### src/rtl/io_bridge_pkg.sv
// Shared constants for the MMIO I/O bridge: register offsets, CTRL/STATUS bit
// positions and field widths.
package io_bridge_pkg;

  localparam int OFF_WIDTH = 3;

  typedef enum logic [OFF_WIDTH-1:0] {
    REG_LED       = 3'd0,
    REG_SW        = 3'd1,
    REG_BTN       = 3'd2,
    REG_BTN_EVT   = 3'd3,
    REG_CYCLE     = 3'd4,
    REG_TIMER_CMP = 3'd5,
    REG_CTRL      = 3'd6,
    REG_STATUS    = 3'd7
  } reg_off_e;

  localparam int CTRL_TIMER_EN_BIT = 0;
  localparam int CTRL_IRQ_EN_BIT   = 1;
  localparam int CTRL_WIDTH        = 2;
  localparam int STATUS_MATCH_BIT  = 0;
  localparam int STATUS_WIDTH      = 1;

  // Member order follows CTRL_IRQ_EN_BIT / CTRL_TIMER_EN_BIT (MSB first).
  typedef struct packed {
    logic irq_en;
    logic timer_en;
  } ctrl_t;

endpackage

### src/rtl/io_debounce.sv
// Per-input conditioner: two-flop synchroniser, followed by a stability filter
// when IO_DEBOUNCE_EN is defined; otherwise the synchronised level passes through.
module io_debounce #(
  parameter int DEBOUNCE_CYCLES = 100000
) (
  input  logic clk,
  input  logic rst_n,
  input  logic raw,
  output logic level
);

  logic meta;
  logic sync;

  always_ff @(posedge clk or negedge rst_n) begin
    if (!rst_n) begin
      meta <= 1'b0;
      sync <= 1'b0;
    end else begin
      meta <= raw;
      sync <= meta;
    end
  end

`ifdef IO_DEBOUNCE_EN
  localparam int CNT_W = $clog2(DEBOUNCE_CYCLES + 1);
  localparam logic [CNT_W-1:0] CNT_DONE = CNT_W'(DEBOUNCE_CYCLES);

  logic             last;
  logic [CNT_W-1:0] cnt;
  logic             level_q;

  // cnt holds how many consecutive equal samples of 'last' have been seen.
  always_ff @(posedge clk or negedge rst_n) begin
    if (!rst_n) begin
      last    <= 1'b0;
      cnt     <= '0;
      level_q <= 1'b0;
    end else if (sync != last) begin
      last <= sync;
      cnt  <= CNT_W'(1);
    end else if (cnt != CNT_DONE) begin
      cnt <= cnt + 1'b1;
    end else begin
      level_q <= last;
    end
  end

  assign level = level_q;
`else
  assign level = sync;
`endif

endmodule

### src/rtl/mmio_io_bridge.sv
// Memory-mapped bridge to LEDs, switches, buttons and a cycle timer with interrupt.
// Define IO_DEBOUNCE_EN to enable the input debounce filters.
module mmio_io_bridge
  import io_bridge_pkg::*;
#(
  parameter int WORD_SIZE       = 32,
  parameter int ADDR_SIZE       = 10,
  parameter int NUM_LEDS        = 4,
  parameter int NUM_SW          = 4,
  parameter int NUM_BTN         = 4,
  parameter int DEBOUNCE_CYCLES = 100000
) (
  input  logic                 clk,
  input  logic                 rst_n,
  input  logic                 req_valid,
  input  logic                 req_we,
  input  logic [ADDR_SIZE-1:0] req_addr,
  input  logic [WORD_SIZE-1:0] req_wdata,
  output logic                 rsp_valid,
  output logic [WORD_SIZE-1:0] rsp_rdata,
  output logic                 rsp_err,
  input  logic [NUM_SW-1:0]    sw_i,
  input  logic [NUM_BTN-1:0]   btn_i,
  output logic [NUM_LEDS-1:0]  led_o,
  output logic                 irq_o
);

  logic [NUM_SW-1:0]    sw_lvl;
  logic [NUM_BTN-1:0]   btn_lvl;
  logic [NUM_BTN-1:0]   btn_prev;
  logic [NUM_BTN-1:0]   btn_evt;
  logic [NUM_LEDS-1:0]  led_q;
  logic [WORD_SIZE-1:0] cycle_q;
  logic [WORD_SIZE-1:0] timer_cmp_q;
  ctrl_t                ctrl_q;
  logic                 match_pend;

  reg_off_e             off;
  logic                 mapped;
  logic                 wr_en;
  logic [NUM_BTN-1:0]   btn_evt_clr;
  logic                 match_clr;
  logic                 match_set;
  logic [WORD_SIZE-1:0] rd_mux;

  for (genvar i = 0; i < NUM_SW; i++) begin : g_sw
    io_debounce #(.DEBOUNCE_CYCLES(DEBOUNCE_CYCLES)) u_db (
      .clk   (clk),
      .rst_n (rst_n),
      .raw   (sw_i[i]),
      .level (sw_lvl[i])
    );
  end

  for (genvar i = 0; i < NUM_BTN; i++) begin : g_btn
    io_debounce #(.DEBOUNCE_CYCLES(DEBOUNCE_CYCLES)) u_db (
      .clk   (clk),
      .rst_n (rst_n),
      .raw   (btn_i[i]),
      .level (btn_lvl[i])
    );
  end

  // Only the low offset bits select a register; any upper address bit set is unmapped.
  assign off         = reg_off_e'(req_addr[OFF_WIDTH-1:0]);
  assign mapped      = (req_addr >> OFF_WIDTH) == '0;
  assign wr_en       = req_valid && req_we && mapped;
  assign btn_evt_clr = (wr_en && off == REG_BTN_EVT) ? req_wdata[NUM_BTN-1:0] : '0;
  assign match_clr   = wr_en && (off == REG_STATUS) && req_wdata[STATUS_MATCH_BIT];
  assign match_set   = ctrl_q.timer_en && (cycle_q == timer_cmp_q);

  always_comb begin
    rd_mux = '0;
    case (off)
      REG_LED:       rd_mux = WORD_SIZE'(led_q);
      REG_SW:        rd_mux = WORD_SIZE'(sw_lvl);
      REG_BTN:       rd_mux = WORD_SIZE'(btn_lvl);
      REG_BTN_EVT:   rd_mux = WORD_SIZE'(btn_evt);
      REG_CYCLE:     rd_mux = cycle_q;
      REG_TIMER_CMP: rd_mux = timer_cmp_q;
      REG_CTRL:      rd_mux = WORD_SIZE'(ctrl_q);
      REG_STATUS:    rd_mux = WORD_SIZE'(match_pend);
      default:       rd_mux = '0;
    endcase
  end

  always_ff @(posedge clk or negedge rst_n) begin
    if (!rst_n) begin
      rsp_valid <= 1'b0;
      rsp_err   <= 1'b0;
      rsp_rdata <= '0;
    end else begin
      rsp_valid <= req_valid;
      rsp_err   <= req_valid && !mapped;
      rsp_rdata <= (req_valid && !req_we && mapped) ? rd_mux : '0;
    end
  end

  // Hardware set terms are OR-ed after the W1C mask so a coincident set wins.
  always_ff @(posedge clk or negedge rst_n) begin
    if (!rst_n) begin
      led_q       <= '0;
      cycle_q     <= '0;
      timer_cmp_q <= '0;
      ctrl_q      <= '0;
      match_pend  <= 1'b0;
      btn_prev    <= '0;
      btn_evt     <= '0;
    end else begin
      cycle_q    <= cycle_q + 1'b1;
      btn_prev   <= btn_lvl;
      btn_evt    <= (btn_evt & ~btn_evt_clr) | (btn_lvl & ~btn_prev);
      match_pend <= (match_pend && !match_clr) || match_set;
      if (wr_en && off == REG_LED)       led_q       <= req_wdata[NUM_LEDS-1:0];
      if (wr_en && off == REG_TIMER_CMP) timer_cmp_q <= req_wdata;
      if (wr_en && off == REG_CTRL)      ctrl_q      <= ctrl_t'(req_wdata[CTRL_WIDTH-1:0]);
    end
  end

  assign led_o = led_q;
  assign irq_o = match_pend && ctrl_q.irq_en;

endmodule

### config.mk
export PLATFORM = sky130hd
export DESIGN_NAME = mmio_io_bridge
export DESIGN_NICKNAME = d
export VERILOG_FILES = /design/src/rtl/io_bridge_pkg.sv /design/src/rtl/io_debounce.sv /design/src/rtl/mmio_io_bridge.sv
export SDC_FILE = /design/constraint.sdc
export NUM_CORES = 1
export LEC_CHECK = 0
export CORE_MARGIN = 2
export CORE_UTILIZATION = 41
export DETAILED_ROUTE_END_ITERATION = 16
export DONT_BUFFER_PORTS = 1
export GPL_TIMING_DRIVEN = 0
export SKIP_LAST_GASP = 1
export SYNTH_ARGS = -nofsm -noshare
export SYNTH_HDL_FRONTEND = slang
export SYNTH_SLANG_ARGS = --single-unit
### constraint.sdc
create_clock -name clk -period 2.5 [get_ports clk]
set_clock_uncertainty 0.15 [all_clocks]
set_input_delay 0.625 -clock clk [delete_from_list [all_inputs] [get_ports clk]]
set_output_delay 0.625 -clock clk [all_outputs]
set_load 0.01 [all_outputs]
==> flow_summary.toml <==
[worst_setup_path]
crit_path_max_fanout = 10
worst-setup-path-type = "input pin to register"
crit_required_ns = 2.69
arrival_ns = 2.46
r2r-start = "cycle_q[4]"
r2r_slack_ns = 0.48
worst_setup_path_end_kind = "register"
r2r_end = "cycle_q[13]"
cp-start-kind = "input pin"
r2r_cells = 5

[grt]
grt_pass1_vias = 3613
grt_overflow_total = 0
grt_first_pass_wirelength_um = 19500
antenna_found_initial = 1
grt_max_degree = 130
grt_usage_pct = 18.2

[timing]
worst_pin_slew_ns = 0.900
max_freq_ghz = 0.441
setup_tns_ns = 0
drv_slew = 0
hold_viol = 129
final.period_utilization_pct = 90.8
rsz0062_at_grt = "false"
period_minus_slack_ns = 2.27
slew_headroom_pct = 39.8
timing.hold.ws_ns = -0.247
setup_viol = 0

[clocking]
cts_buffers = 17
post_cts_buffers = 0
cts_sinks = 129
cts_tree = "built"
cts.clk_slew.worst_paths_ns = 0.06
cts_root_buffer = "clkbuf_16"
clockBufferDepth = 2
ctsHtreeMaxLevel = 4
cts-resized-gates = 0
worstSkewPairLatency_ns = 0.42

[run_status]
violations = "hold timing"
outcome = "finished with violations"

[pwr]
sw_frac_of_total_pct = 19.8
p_comb_share_pct = 1.4
p_per_area_mw_per_mm2 = 751
irDropWorstVdd_mv = 0.420
internal-power_uw = 3850
power_frac_clock_pct = 54.2
p_leak_uw = 0.00284
switchingPower_uw = 947
finalPower_uw = 4790
p_seq_share_pct = 44.4

[logic_synthesis]
synth_seq_cells = 129
synth-async-reset-ratio_pct = 100
yosysTopAreaCell = "dfrtp_1"
ys_top_cells_by_count = "dfrtp_1, nor2_1, xnor2_1, mux2_2, a22oi_1"
netlist.area_leader.share_pct = 58.3
syn_avg_cell_area_um2 = 12.4
netlist_instances = 447
yosysWarnings = 0
synth_edf_count = 0
synth_area_leaders = "dfrtp_1, mux2_2, xnor2_1"
synth_area_mm2 = 0.00554
syn-num-nets = 502
synth_flop_cell = "dfrtp_1"
yosysMostFrequentCell = "dfrtp_1"
synthDistinctLibCells = 47
yosysSeqAreaShare_pct = 58.3

[route]
ant_nets = 0
dr.pass1.iters = 4
route.detailed.drc = 0
drt-total-wl_um = 12200
routed_via_density = 5.27
route.vias.total = 3453
drt-initial-drc-count = 306
wire_per_inst_um = 18.6

[placed_design]
dp_hpwl_um = 8320
place_congestion = 0.820
port_buffers = 0
dp.cells = 623

[job]
max_cap_viol_count = 0

[floorplanning]
std_cell_rows = 42
die_area_mm2 = 0.0145
pin_count = 93
design.core.area_mm2 = 0.0132
fp.dieH_um = 120
die_x_um = 120
start_util_pct = 41.8

[finish]
utilization_pct = 48.2
drive_gt1_share_pct = 19.6
nNetsFinal = 521
area_delta_synth_final_pct = 15.2
fin_cells = 655
n_antenna_cell = 0

[worst_hold_path]
hp-class = "input pin to asynchronous set/reset pin"
## final cells by class
type	count	area, um^2
Fill cell	1222	6870
Sequential cell	129	3230
Multi-Input combinational cell	286	2100
Clock buffer	20	457
Tap cell	176	220
Buffer	25	184
Clock inverter	12	163
Inverter	7	26.3
## flip-flops by register name (all words and copies together), names as in the netlist
signal and count:
g_btn.u_db.level 4, g_btn.u_db.meta 4, rsp_rdata 32, rsp_err 1
btn_prev 4, led_o 4, ctrl_q 2, cycle_q 32
match_pend 1, btn_evt 4, g_sw.u_db.level 4, g_sw.u_db.meta 4
timer_cmp_q 32, rsp_valid 1
## metal layers
metal / GRT usage, % / wire [um] / up-vias
li1: - / - / 1616
met1: 23.8 / 5350 / 1733
met3: 6.56 / 840 / 19
met2: 27.6 / 5730 / 83
met4: 7.34 / 229 / 2
met5: 0 / 11 / -
## metrics by stage
stage                     area [um^2]  setup WS [ns]
after detailed placement         5760         -0.193
after floorplan                  5540          0.237
after global routing             6380         0.0423
after CTS                        6380          0.248
after global placement           5760         -0.137
final                            6380          0.231
## kinds of logic after synthesis
family	synth area share (%)
xor+xnor	9.81
fa+ha+maj	0.226
simple gates	12.3
compound gates	6.91
buf+inv	3.80
flops	58.3
mux	8.63
## power by group through the flow
| stage | logic [uW] | clock network [uW] | registers [uW] |
|---|---|---|---|
| floorplan | 52.5 | 0 | 2160 |
| global placement | 66.4 | 0 | 2160 |
| detailed placement | 67.4 | 0 | 2160 |
| CTS | 67.9 | 2650 | 2130 |
| global route | 75.6 | 2750 | 2130 |
| finish | 68.1 | 2600 | 2130 |
## layout by cell type, fill, tap and decap left out, drive strengths merged, types with 13 or more instances in the layout
cell | synthesis | routed
buf | 13 | 13
clkbuf | 11 | 31
nand2 | 19 | 19
a22oi | 29 | 29
nand4 | 15 | 15
xnor2 | 42 | 42
mux2 | 38 | 38
dfrtp | 129 | 129
xor2 | 20 | 20
nand3 | 21 | 21
nor2 | 42 | 42
## worst max-delay path, stage by stage
cell	delay [ns]
clkbuf_1	0.23
nand2_1	0.16
nor2_1	0.71
clkbuf_1	0.46
a22oi_1	0.14
nor2_1	0.13
## worst max path at each step
stage,startpoint,endpoint,cells after the start
2_1_floorplan,req_addr[5],timer_cmp_q[10],5
3_3_place_gp,req_addr[0],rsp_rdata[13],6
3_5_place_dp,req_addr[0],rsp_rdata[20],6
4_1_cts,req_addr[0],rsp_rdata[13],6
5_1_grt,req_addr[0],rsp_rdata[12],6
6_report,req_addr[0],rsp_rdata[20],6
(Power assumes the default switching activity.)
